--- src/rtl/message_printer_ctrl.sv ---
// UART command responder: 'h' + 4 payload bytes -> ASCII hex report on TX, result on LEDs.
// Optional popcount report/LED display enabled by defining MESSAGE_PRINTER_POPCOUNT_EN.
module message_printer_ctrl (
  input  logic       clk,
  input  logic       rst,
  output logic [7:0] tx_data,
  output logic       new_tx_data,
  input  logic       tx_busy,
  input  logic [7:0] rx_data,
  input  logic       new_rx_data,
  output logic [7:0] ledout
);

  typedef enum logic [1:0] {
    S_IDLE = 2'd0,
    S_RECV = 2'd1,
    S_SEND = 2'd2,
    S_GAP  = 2'd3
  } state_t;

`ifdef MESSAGE_PRINTER_POPCOUNT_EN
  localparam logic [3:0] MSG_LEN = 4'd13;
`else
  localparam logic [3:0] MSG_LEN = 4'd10;
`endif

  localparam logic [7:0] CMD_H = 8'h68;

  // Declaration initialisers give the same power-up state as reset.
  state_t      r_state   = S_IDLE;
  logic [1:0]  r_cnt     = 2'd0;
  logic [31:0] r_word    = 32'h0000_0000;
  logic [3:0]  r_idx     = 4'd0;
  logic [7:0]  r_tx_data = 8'h00;
  logic        r_new_tx  = 1'b0;
  logic [7:0]  r_led     = 8'h00;
`ifdef MESSAGE_PRINTER_POPCOUNT_EN
  logic [5:0]  r_pop     = 6'd0;
  logic [5:0]  w_pop_next;
`endif

  state_t      w_next_state;
  logic        w_clear;
  logic        w_shift;
  logic        w_capture;
  logic        w_send;
  logic [31:0] w_word_next;
  logic [7:0]  w_msg_byte;

  function automatic logic [7:0] f_hex(input logic [3:0] nib);
    logic [7:0] v;
    v = {4'h0, nib};
    if (nib < 4'd10) begin
      f_hex = 8'h30 + v;
    end else begin
      f_hex = 8'h37 + v;
    end
  endfunction

`ifdef MESSAGE_PRINTER_POPCOUNT_EN
  function automatic logic [5:0] f_popcount(input logic [31:0] w);
    logic [5:0] c;
    c = 6'd0;
    for (int i = 0; i < 32; i++) begin
      c = c + {5'd0, w[i]};
    end
    f_popcount = c;
  endfunction

  assign w_pop_next = f_popcount(w_word_next);
`endif

  assign w_word_next = {r_word[23:0], rx_data};

  // Next-state and datapath control decode.
  always_comb begin
    w_next_state = r_state;
    w_clear      = 1'b0;
    w_shift      = 1'b0;
    w_capture    = 1'b0;
    w_send       = 1'b0;
    case (r_state)
      S_IDLE: begin
        if (new_rx_data && (rx_data == CMD_H)) begin
          w_clear      = 1'b1;
          w_next_state = S_RECV;
        end else begin
          w_next_state = S_IDLE;
        end
      end
      S_RECV: begin
        if (new_rx_data) begin
          w_shift = 1'b1;
          if (r_cnt == 2'd3) begin
            w_capture    = 1'b1;
            w_next_state = S_SEND;
          end else begin
            w_next_state = S_RECV;
          end
        end else begin
          w_next_state = S_RECV;
        end
      end
      S_SEND: begin
        if (!tx_busy) begin
          w_send       = 1'b1;
          w_next_state = S_GAP;
        end else begin
          w_next_state = S_SEND;
        end
      end
      S_GAP: begin
        if (r_idx == MSG_LEN) begin
          w_next_state = S_IDLE;
        end else begin
          w_next_state = S_SEND;
        end
      end
      default: begin
        w_next_state = S_IDLE;
      end
    endcase
  end

  // Message byte selected by the current transmit index.
  always_comb begin
    w_msg_byte = 8'h00;
    case (r_idx)
      4'd0:    w_msg_byte = f_hex(r_word[31:28]);
      4'd1:    w_msg_byte = f_hex(r_word[27:24]);
      4'd2:    w_msg_byte = f_hex(r_word[23:20]);
      4'd3:    w_msg_byte = f_hex(r_word[19:16]);
      4'd4:    w_msg_byte = f_hex(r_word[15:12]);
      4'd5:    w_msg_byte = f_hex(r_word[11:8]);
      4'd6:    w_msg_byte = f_hex(r_word[7:4]);
      4'd7:    w_msg_byte = f_hex(r_word[3:0]);
`ifdef MESSAGE_PRINTER_POPCOUNT_EN
      4'd8:    w_msg_byte = 8'h20;
      4'd9:    w_msg_byte = f_hex({2'b00, r_pop[5:4]});
      4'd10:   w_msg_byte = f_hex(r_pop[3:0]);
      4'd11:   w_msg_byte = 8'h0D;
      4'd12:   w_msg_byte = 8'h0A;
`else
      4'd8:    w_msg_byte = 8'h0D;
      4'd9:    w_msg_byte = 8'h0A;
`endif
      default: w_msg_byte = 8'h00;
    endcase
  end

  // State register.
  always_ff @(posedge clk) begin
    if (rst) begin
      r_state <= S_IDLE;
    end else begin
      r_state <= w_next_state;
    end
  end

  // Payload capture, message index and registered outputs.
  always_ff @(posedge clk) begin
    if (rst) begin
      r_cnt     <= 2'd0;
      r_word    <= 32'h0000_0000;
      r_idx     <= 4'd0;
      r_tx_data <= 8'h00;
      r_new_tx  <= 1'b0;
      r_led     <= 8'h00;
`ifdef MESSAGE_PRINTER_POPCOUNT_EN
      r_pop     <= 6'd0;
`endif
    end else begin
      r_new_tx  <= w_send;
      r_tx_data <= w_send ? w_msg_byte : 8'h00;
      if (w_clear) begin
        r_cnt <= 2'd0;
      end else if (w_shift) begin
        r_cnt <= r_cnt + 2'd1;
      end
      if (w_shift) begin
        r_word <= w_word_next;
      end
      if (w_capture) begin
`ifdef MESSAGE_PRINTER_POPCOUNT_EN
        r_pop <= w_pop_next;
        r_led <= {2'b00, w_pop_next};
`else
        r_led <= w_word_next[31:24];
`endif
      end
      if (w_capture) begin
        r_idx <= 4'd0;
      end else if (w_send) begin
        r_idx <= r_idx + 4'd1;
      end
    end
  end

  assign tx_data     = r_tx_data;
  assign new_tx_data = r_new_tx;
  assign ledout      = r_led;

endmodule

--- config.mk ---
export PLATFORM = sky130hd
export DESIGN_NAME = message_printer_ctrl
export DESIGN_NICKNAME = d
export VERILOG_FILES = /design/src/rtl/message_printer_ctrl.sv
export SDC_FILE = /design/constraint.sdc
export NUM_CORES = 1
export LEC_CHECK = 0
export ABC_AREA = 1
export BUFFER_PORTS_ARGS = -buffer_cell sky130_fd_sc_hd__buf_2
export CAP_MARGIN = 15
export CORE_UTILIZATION = 35
export CTS_CLUSTER_DIAMETER = 50
export DETAILED_ROUTE_END_ITERATION = 8
export PLACE_DENSITY = 0.51
export SLEW_MARGIN = 10
export SYNTH_ARGS = -nofsm -noshare
export SYNTH_HDL_FRONTEND = slang
export SYNTH_SLANG_ARGS = --single-unit
--- constraint.sdc ---
create_clock -name clk -period 4 [get_ports clk]
set_clock_uncertainty 0.2 [all_clocks]
set_input_delay 0.4 -clock clk [delete_from_list [all_inputs] [get_ports clk]]
set_output_delay 0.4 -clock clk [all_outputs]
set_load 0.01 [all_outputs]
* Yosys cells after proc, flatten, opt, wreduce, memory -nomap -nowiden
Cells that the tools add are included.
Storage, ports and cells: register bits 57, bits of input ports 12, output and inout port bits 17, logic and storage cells 79
Cells by class: $add $sub $neg 18, magnitude comparators 8, equality and inequality tests 15, multiplexer cells 24, bitwise operators 1, reduce and logical (&&, ||, !) cells 6
Operators by type and width (count):
- 6-bit by 4-bit adder with 7-bit output (first input constant) | 16
- 8-bit one-hot mux with 10 select lines | 1
- 7-bit 2-to-1 mux | 8
- 4-bit < comparator (second input constant) | 8
- 4-bit by 3-bit == test with 1-bit output (second input constant) | 4
- 4-bit == test (second input constant) | 3
- 1-bit 2-to-1 mux | 11
- 4-bit by 2-bit == test with 1-bit output (second input constant) | 2
- 8-bit by 7-bit == test with 1-bit output (second input constant) | 1
- 2-bit one-hot mux with 4 select lines | 1
- 2-bit == test (second input constant) | 3
- 2-bit 2-to-1 mux | 3
- 2-bit OR reduction | 3
- 4-bit by 1-bit adder with 4-bit output (second input constant) | 1
- 4-bit by 1-bit == test with 1-bit output (second input constant) | 1
- 4-bit logical NOT | 1
- 2-bit by 1-bit adder with 2-bit output (second input constant) | 1
- 2-bit by 1-bit == test with 1-bit output (second input constant) | 1
- 2-bit logical NOT | 1
- 1-bit logical AND | 1
- 1-bit inverter | 1

* Longest topological paths before layout
Gate-level depths: netlist of run 1.
word-level depth 5, depth in mapped cells 11, mapped depth without buffers 11

* Worst setup path before layout of run 1
No wires, ideal clock.
path kind register to register, from register r_idx[0], to register r_tx_data[3], in the netlist tx_data[3], library setup time 0.113 ns, arrival 1.200 ns, data required time 3.687 ns, setup slack 2.486 ns, cell stages (with the launch flop) 11, buffers on the path 0, period minus slack after synthesis 1.514 ns, cell sequence dfxtp_1 -> inv_1 -> ha_1 -> nand3_1 -> inv_1 -> nand2_1 -> nor2_1 -> nor2_1 -> nand2_1 -> nor2_1 -> nor2_1
Between the ends: word-level cells in the longest chain between the ends 2, elaborated cells between the ends (all ways) 11, those cells by class eq/ne: 9; mux: 1; reduce/logical: 1
RTL lines:
- start: declaration | line 33 | logic [3:0] r_idx = 4'd0;
- start signal: assignment | line 194 | r_idx <= r_idx + 4'd1;
- 4-bit == test (tied with other cells) | line 128 | case (r_idx)
- 8-bit one-hot mux with 10 select lines (*) | line 128
- end signal: assignment | line 174 | r_tx_data <= w_send ? w_msg_byte : 8'h00;
- end: declaration | line 34 | logic [7:0] r_tx_data = 8'h00;
Every way passes the cells marked *; elsewhere a longest branch is shown, timed or not. A chain may end at the register's enable or synchronous reset.

* Worst setup path after layout of run 1
from register r_state[0], to register r_word[30]
Between the ends: word-level cells in the longest chain between the ends 2
RTL lines:
- start: declaration | line 30 | state_t r_state = S_IDLE;
- start signal: assignment | line 156 | r_state <= w_next_state;
- 2-bit by 1-bit == test with 1-bit output | line 82 | case (r_state)
- 1-bit 2-to-1 mux | line 82
- end signal: assignment | line 181 | r_word <= w_word_next;
- end: declaration | line 32 | logic [31:0] r_word = 32'h0000_0000;
Every way passes these cells.

==> summary.md, run 1 <==
| Metric | Value |
|---|---|
| Status | `finished clean` |
| Post-Synth Adder-Cell Area | `0.05072` |
| Post-synth top flop | `dfxtp_1` |
| Routed WL | `just under 8000 um` |
| Top cells by count, synth | `123 x nand2_1, 57 x inv_1, 56 x dfxtp_1, 53 x a21oi_1, 42 x nor2_1` |
| Worst Setup EP | `r_word[30]$_SDFFE_PP0P_` |
| DR pass1 iterations | `4` |
| Main combinational cell family by area after synthesis | `simple AND/OR/NAND/NOR gates` |
| Startpoint type of the worst setup path | `flop` |
| Max-slew violations | `0` |
| Lkg Pwr | `1.521 nW` |
| First-pass GRT wire length | `13000 um` |
| HP Class | `in -> reg` |
| Data arrival, critical path | `between 2 and 2.5 ns` |
| Critical path fanouts, max | `66` |
| Port bufs | `27` |
| Clock slew at reported path FFs | `~0.10 ns` |
| Routed vias/inst | `4.862` |
| Slew margin rel. | `0.2844` |
| Top cell type by total area after synthesis | `dfxtp_1` |
| Nets@finish | `about 530` |
| YS warnings | `0` |
| Grt total ovfl | `0` |
| Largest net degree at the start of global routing | `67` |
| CTS H-Tree Depth | `2` |
| Gr usage total | `0.1693` |
| Setup violations, final | `0` |
| Share of cells above drive strength 1 | `0.1235` |
| Cell Rows | `34` |
| Simple-gate area share of the yosys netlist | `0.2922` |
| Worst Tran Pin Value | `roughly 1.1 ns` |
| Vias in the first global route | `2706` |
| EDFF count, synth | `0` |
| Reg2Reg Depth | `5` |
| Worst hold margin | `around 0.18 ns` |
| Mean area per synthesized cell | `around 6.7 sq um` |
| Unrepaired setup endpoints after global routing | `no` |
| Critical Path Start | `r_state[0]$_SDFF_PP0_` |
| Worst-Skew Late Latency | `roughly 0.31 ns` |
| Synth area leaders | `dfxtp_1 35%, nand2_1 14%, a21oi_1 8.3%, inv_1 6.7%, o21ai_0 5.9%` |
| Starting Density | `0.3642` |
| Tcrit/Tclk final | `0.5469` |
| Reg area | `1121 sq um` |
| Seq cells post-synth | `between 50 and 60` |
| Mux share of post-synthesis cell area | `0` |
| CTS tree | `yes` |
| Chip height | `approximately 100 um` |
| Core Region | `8806 sq um` |
| Footprint of the multi-input gates | `around 1700 sq um` |
| Async set or reset register ratio after synthesis | `0` |
| XOR/XNOR Fraction of Synth Area | `0.002731` |
| Post-DRT Antenna Nets | `0` |
| CTS Root Cell | `clkbuf_8` |
| Sum Neg Setup Slack | `0 ns` |
| Sequential area share after synthesis | `0.3496` |
| Worst endpoint required time | `roughly 4 ns` |
| Post-CTS Hold Buffers | `0` |
| Die span in x | `a little under 100 um` |
| # DRC | `0` |
| Maxcap violations | `0` |
| Count of different cell masters after synthesis | `32` |
| CTS resizes | `0` |
| Reg-to-Reg End | `r_word[30]$_SDFFE_PP0P_` |
| Complex-gate fraction of the synthesized area | `0.1963` |
| Pwr Density | `259.0 nW/um^2` |
| Area Overhead vs Synth | `8.155%` |
| Final hold vios | `0` |
| R2R Setup Slk | `around 1.8 ns` |
| Via count | `around 3000` |
| Peak supply drop | `115.0 uV` |
| Fillers | `between 900 and 1000` |
| Worst r2r src | `r_state[0]$_SDFF_PP0_` |
| Crit path kind | `reg -> reg` |
| Tmin final | `~2.2 ns` |
| Clk sink count | `56` |
| Initial antenna violation count | `0` |
| Post-CTS Repair Setup Buffers | `0` |
| Initial drt markers | `approximately 150` |
| Post-synth top area share | `0.3496` |
| Io pins | `29` |
| TritonCTS Buffers | `5` |
| Dpl hpwl | `~6200 um` |
| ANT cells | `0` |
| Post-synthesis instance total | `480` |
| Total die area | `around 9500 sq um` |
| GP Congestion | `between 0.8 and 0.9` |
| Area of the mapped netlist | `about 3200 sq um` |
| Clk buf depth | `2` |
| Top-count cell post-synth | `nand2_1` |
| Crit. End Element | `flop` |
| WL/cell | `approximately 13 um` |
| Net Count, Synth | `505` |
| Maximum clock frequency | `between 400 and 500 MHz` |
[through the flow]
| step | utilization | cells | worst slack, ns | instance area, sq um | power [mW] |
|---|---|---|---|---|---|
| after floorplan | - | 480 | 2.487 | 3207 | 0.5895 |
| after global placement | 0.3842 | 602 | 1.955 | 3383 | 0.5997 |
| after detailed placement | 0.3842 | 602 | 1.878 | 3383 | 0.6000 |
| after CTS | 0.3939 | 610 | 1.850 | 3468 | 0.9111 |
| after global routing | 0.3939 | 610 | 1.568 | 3468 | 0.9418 |
| final | 0.3939 | 610 | 1.812 | 3468 | 0.8982 |
[how the worst min path moves through the flow]
stage          cells after the start                endpoint                   start  slack (ns)
6_report                           3  r_word[0]$_SDFFE_PP0P_              rx_data[0]        0.18
5_1_grt                            3  r_word[1]$_SDFFE_PP0P_              rx_data[1]        0.18
4_1_cts                            3  r_word[1]$_SDFFE_PP0P_              rx_data[1]        0.17
3_5_place_dp                       2  ledout[4]$_SDFFE_PP0P_  ledout[4]$_SDFFE_PP0P_        0.25
3_3_place_gp                       2  ledout[6]$_SDFFE_PP0P_  ledout[6]$_SDFFE_PP0P_        0.24
2_1_floorplan                      2   r_cnt[1]$_SDFFE_PP0P_   r_cnt[1]$_SDFFE_PP0P_        0.24
[routing by layer]
layer  up-vias  wire length [um]  global-route usage
met4         0                59             0.03963
li1       1592                 -                   -
met2        36              3707              0.2946
met5         -                 0                   0
met1      1333              3807              0.2194
met3         5               254             0.02662
[area by class of cell]
class | instances | area share
clock inverters | 1 | 0.002525
clock buffers | 7 | 0.02201
multi-input cells | 345 | 0.5022
inverters | 66 | 0.07215
well taps | 108 | 0.03896
repair buffers | 27 | 0.03896
flip-flops and latches | 56 | 0.3232
[flip-flops by register name (all words and copies together) (netlist names)]
signal,cells
r_state,2
r_cnt,2
r_idx,4
r_word,32
new_tx_data,1
ledout,8
tx_data,7
[report_power, final]
part	total, mW	switching [mW]	internal, mW
registers	0.558	0.000508	0.558
clock network	0.312	0.186	0.126
logic	0.0285	0.0190	0.00947
total	0.898	0.205	0.693
[cells in the final DEF (no fill, tap or decap), types with 2 or more instances in the layout]
cell,Yosys,routed
or2_2,2,2
ha_1,13,13
a211oi_1,2,2
a21oi_2,4,4
nand2_1,123,123
nor3_1,3,3
nand3b_1,2,2
clkbuf_8,0,5
o31ai_2,5,5
buf_2,3,27
dfxtp_1,56,56
clkbuf_1,3,2
inv_2,8,8
o21ai_0,38,38
nor2_1,42,42
nand3_1,31,31
o21ai_1,11,11
a21oi_1,53,53
nor2_2,4,4
inv_1,57,57
nor3_4,2,2
nand4_1,3,3
[critical path, cell delays in order, from the launching register on]
cell and delay [ns]:
dfxtp_1 0.45, inv_2 0.09, nor2_2 0.15, nand2_2 0.61
o21ai_0 0.46, a21oi_1 0.07
[logic make-up (layout without fill, tap and decap cells)]
kind of cell    after synthesis  after routing
flops                        56             56
buf+inv                      79            101
fa+ha+maj                    13             13
compound gates              114            114
simple gates                216            216
other cells                   1              1
xor+xnor                      1              1
Power figures use the tool's default switching activity.
==> inputs of run 2 (changes only) <==
--- a/config.mk
+++ b/config.mk
@@ -5,7 +5,7 @@
 export SDC_FILE = /design/constraint.sdc
 export NUM_CORES = 1
 export LEC_CHECK = 0
-export ABC_AREA = 1
+export ABC_AREA = 0
 export BUFFER_PORTS_ARGS = -buffer_cell sky130_fd_sc_hd__buf_2
 export CAP_MARGIN = 15
 export CORE_UTILIZATION = 35
==> constraint.sdc (replaced) <==
create_clock -name clk -period 2.28 [get_ports clk]
set_clock_uncertainty 0.2 [all_clocks]
set_input_delay 0.228 -clock clk [delete_from_list [all_inputs] [get_ports clk]]
set_output_delay 0.228 -clock clk [all_outputs]
set_load 0.01 [all_outputs]
==> run 2 against run 1 <==
Against the previous run:
- critical path depth unchanged
- synthesized cell count fell by 11%
- die area is 1.4% lower
- sequential share of layout area shrank 0.39 points
- sequential power up 75%
- synthesized area decreased by 1.4%
- via count is 0.17% higher
- cell area is 1.2% higher
- hold slack got worse by 0.11 ns
- worst setup slack got worse by 1.6 ns
- critical endpoint is now tx_data[1]$_SDFF_PP0_
==> summary.md, run 2 <==
| Metric | Value |
|---|---|
| Global routing usage on met1 | `0.2961 (+0.07673)` |
| Most frequent cells in the layout | `104 x nand2_1, 61 x a21oi_1, 56 x dfxtp_1` |
| Worst hold margin | `0.07101 ns (-0.1077 ns)` |
| ANT cells | `0 (unchanged)` |
| Setup violations, final | `0 (unchanged)` |
| Worst-Skew Late Latency | `0.32 ns (about the same)` |
| Clk sink count | `56 (unchanged)` |
| Port bufs | `27 (unchanged)` |
| Synth area leaders | `dfxtp_1 35%, nand2_1 12%, a21oi_1 9.7%, ha_1 5.1%, o21ai_0 3.2%` |
| Area Overhead vs Synth | `11.04%` |
| CTS H-Tree Depth | `2 (unchanged)` |
| Post-synth top flop | `dfxtp_1` |
| Post-synthesis instance total | `425 (-11%)` |
| HP Class | `in -> reg` |
| Tcrit/Tclk final | `0.8907 (+0.3438)` |
| Maxcap violations | `0 (unchanged)` |
| Top cell type by total area after synthesis | `dfxtp_1` |
| Nets@finish | `474 (-9.9%)` |
| Async set or reset register ratio after synthesis | `0 (unchanged)` |
| Chip height | `97.05 um (-0.69%)` |
| Leading cell type in the layout, fill and taps excluded | `nand2_1` |
| Clk buf depth | `2 (unchanged)` |
| CTS tree | `yes` |
| Top-count cell post-synth | `nand2_1` |
| Net Count, Synth | `450 (-11%)` |
| First-pass GRT wire length | `14970 um (+15%)` |
| YS warnings | `0 (unchanged)` |
| Crit. End Element | `flop` |
| Grt total ovfl | `0 (unchanged)` |
| GR Layer Usage met2 | `0.3061 (+0.01147)` |
| Post-synth top area share | `0.3546 (+0.004980)` |
| Gr usage total | `0.2006 (+0.03129)` |
| Finished Layout Cells | `558 (-8.5%)` |
| Most Used Layer, Global Route | `met2` |
| Initial drt markers | `205 (+36%)` |
| Final hold vios | `0 (unchanged)` |
| Layout Utilization | `0.4026 (+0.008720)` |
| Mean area per synthesized cell | `7.439 sq um (+11%)` |
| Post-DRT Antenna Nets | `0 (unchanged)` |
| # DRC | `0 (unchanged)` |
| Largest Register | `r_word` |
| EDFF count, synth | `0 (unchanged)` |
| WL/cell | `16.44 um (+28%)` |
| Dpl cells | `542 (-10%)` |
| Unrepaired setup endpoints after global routing | `no` |
| Top cells by count, synth | `104 x nand2_1, 61 x a21oi_1, 56 x dfxtp_1, 20 x o21ai_0, 19 x inv_1` |
| Vias in the first global route | `2760 (+2.0%)` |
| Status | `finished clean` |
| Routed vias/inst | `5.324 (+9.5%)` |
| GP Congestion | `0.8837 (+1.7%)` |
| Post-Place Worst Slack | `0.2924 ns (-1.586 ns)` |
| Largest net degree at the start of global routing | `33 (-51%)` |
| Sequential area share after synthesis | `0.3546 (+0.004980)` |
| Tmin final | `2.031 ns (-0.1568 ns)` |
| Design Area, Final | `3511 sq um (+1.2%)` |
| Initial antenna violation count | `0 (unchanged)` |
| DR pass1 iterations | `4 (unchanged)` |
| Via count | `2971 (+0.17%)` |
| Power, Total | `1.597 mW (+78%)` |
| Placed cell areas | `3342 sq um (-1.2%)` |
| Met3 usage | `0.02601 (-0.0006071)` |
| Core Region | `8721 sq um (-0.97%)` |
| Maximum clock frequency | `492.4 MHz (+7.7%)` |
| Io pins | `29 (unchanged)` |
| Critical path fanouts, max | `11 (-83%)` |
| Lkg Pwr | `1.157 nW (-24%)` |
| Routed WL | `9173 um (+17%)` |
| TritonCTS Buffers | `5 (unchanged)` |
| Data arrival, critical path | `2.08 ns (-0.07 ns)` |
| Seq cells post-synth | `56 (unchanged)` |
| Cell Rows | `34 (unchanged)` |
| CTS resizes | `0 (unchanged)` |
| Starting Density | `0.3626 (-0.001612)` |
| Die span in x | `97.05 um (-0.69%)` |
| Max-slew violations | `0 (unchanged)` |
| Count of different cell masters after synthesis | `44 (+38%)` |
| CTS Root Cell | `clkbuf_8` |
| Peak supply drop | `219.4 uV (+91%)` |
| Crit path kind | `reg -> reg` |
| Final setup margin | `0.2492 ns (-1.563 ns)` |
| Worst endpoint required time | `2.33 ns (-1.63 ns)` |
| Startpoint type of the worst setup path | `flop` |
| Total die area | `9418 sq um (-1.4%)` |
| Clock slew at reported path FFs | `0.11 ns (about the same)` |
| Area of the mapped netlist | `3162 sq um (-1.4%)` |
| Max reg flops | `32 (unchanged)` |
| Dpl hpwl | `6780 um (+9.8%)` |
| Sum Neg Setup Slack | `0 ns (unchanged)` |
| Share of cells above drive strength 1 | `0.1133 (-0.01017)` |
| Pwr Density | `454.8 nW/um^2 (+76%)` |
## run 2: changes by cell type after synthesis, moves of 6 or more
cell	change
inv_1	-38
nor2_1	-25
nand3_1	-21
nand2_1	-19
o21ai_0	-18
buf_2	+11
nor2b_1	+11
xnor2_1	+11
a31oi_1	+10
o21ai_1	-9
o22ai_1	+9
a21oi_1	+8
inv_2	-8
a211oi_1	+6
## run 2: layout make-up
cell class	count	area (sq um)
Timing Repair Buffer	46	297.8
Multi-Input combinational cell	321	1797
Sequential cell	56	1121
Tap cell	108	135.1
Clock buffer	6	72.57
Inverter	19	71.32
Clock inverter	2	16.27
Fill cell	943	5210
## run 2: path summary, 6_finish.rpt
path | endpoint | startpoint | slack (ns) | cells after the start
max reg2reg | tx_data[1]$_SDFF_PP0_ | r_idx[0]$_SDFFE_PP0P_ | 0.25 | 5
min reg2reg | ledout[2]$_SDFFE_PP0P_ | ledout[2]$_SDFFE_PP0P_ | 0.26 | 2
max | tx_data[1]$_SDFF_PP0_ | r_idx[0]$_SDFFE_PP0P_ | 0.25 | 5
min | r_cnt[1]$_SDFFE_PP0P_ | new_rx_data | 0.07 | 4
## run 2: critical path: stages (launching register included)
cell and delay (ns):
dfxtp_1 0.44, ha_1 0.45, nand2_1 0.19, a211oi_1 0.42
nor4_1 0.09, a31oi_1 0.18
## run 2: cell families (layout without fill, tap and decap cells)
kind of cell	Yosys count	in the layout	share of synthesized area
other	1	1	0.001186
buffers and inverters	48	73	0.07717
flip-flops	56	56	0.3546
AND/OR/NAND/NOR	172	172	0.2608
adder cells (fa/ha/maj)	13	13	0.05145
AO/OA/AOI/OAI	123	123	0.2216
XOR/XNOR	12	12	0.03324
## run 2: repair_timing
item | in CTS | in global routing
hold buffers | 8 | 0
hold endpoints to repair | 8 | 0
buffers inserted | 0 | 0
## run 2: routing by layer
metal,share of wire,vias up
li1,-,1507
met1,0.51,1383
met2,0.43,70
met3,0.037,11
met4,0.015,0
met5,0,-
## run 2: report_power, final
| group | total (mW) | leakage, nW | internal, mW | switching, mW |
|---|---|---|---|---|
| logic | 0.0446 | 0.665 | 0.0201 | 0.0245 |
| clock network | 0.574 | 0.0414 | 0.220 | 0.354 |
| registers | 0.978 | 0.451 | 0.978 | 0.000277 |
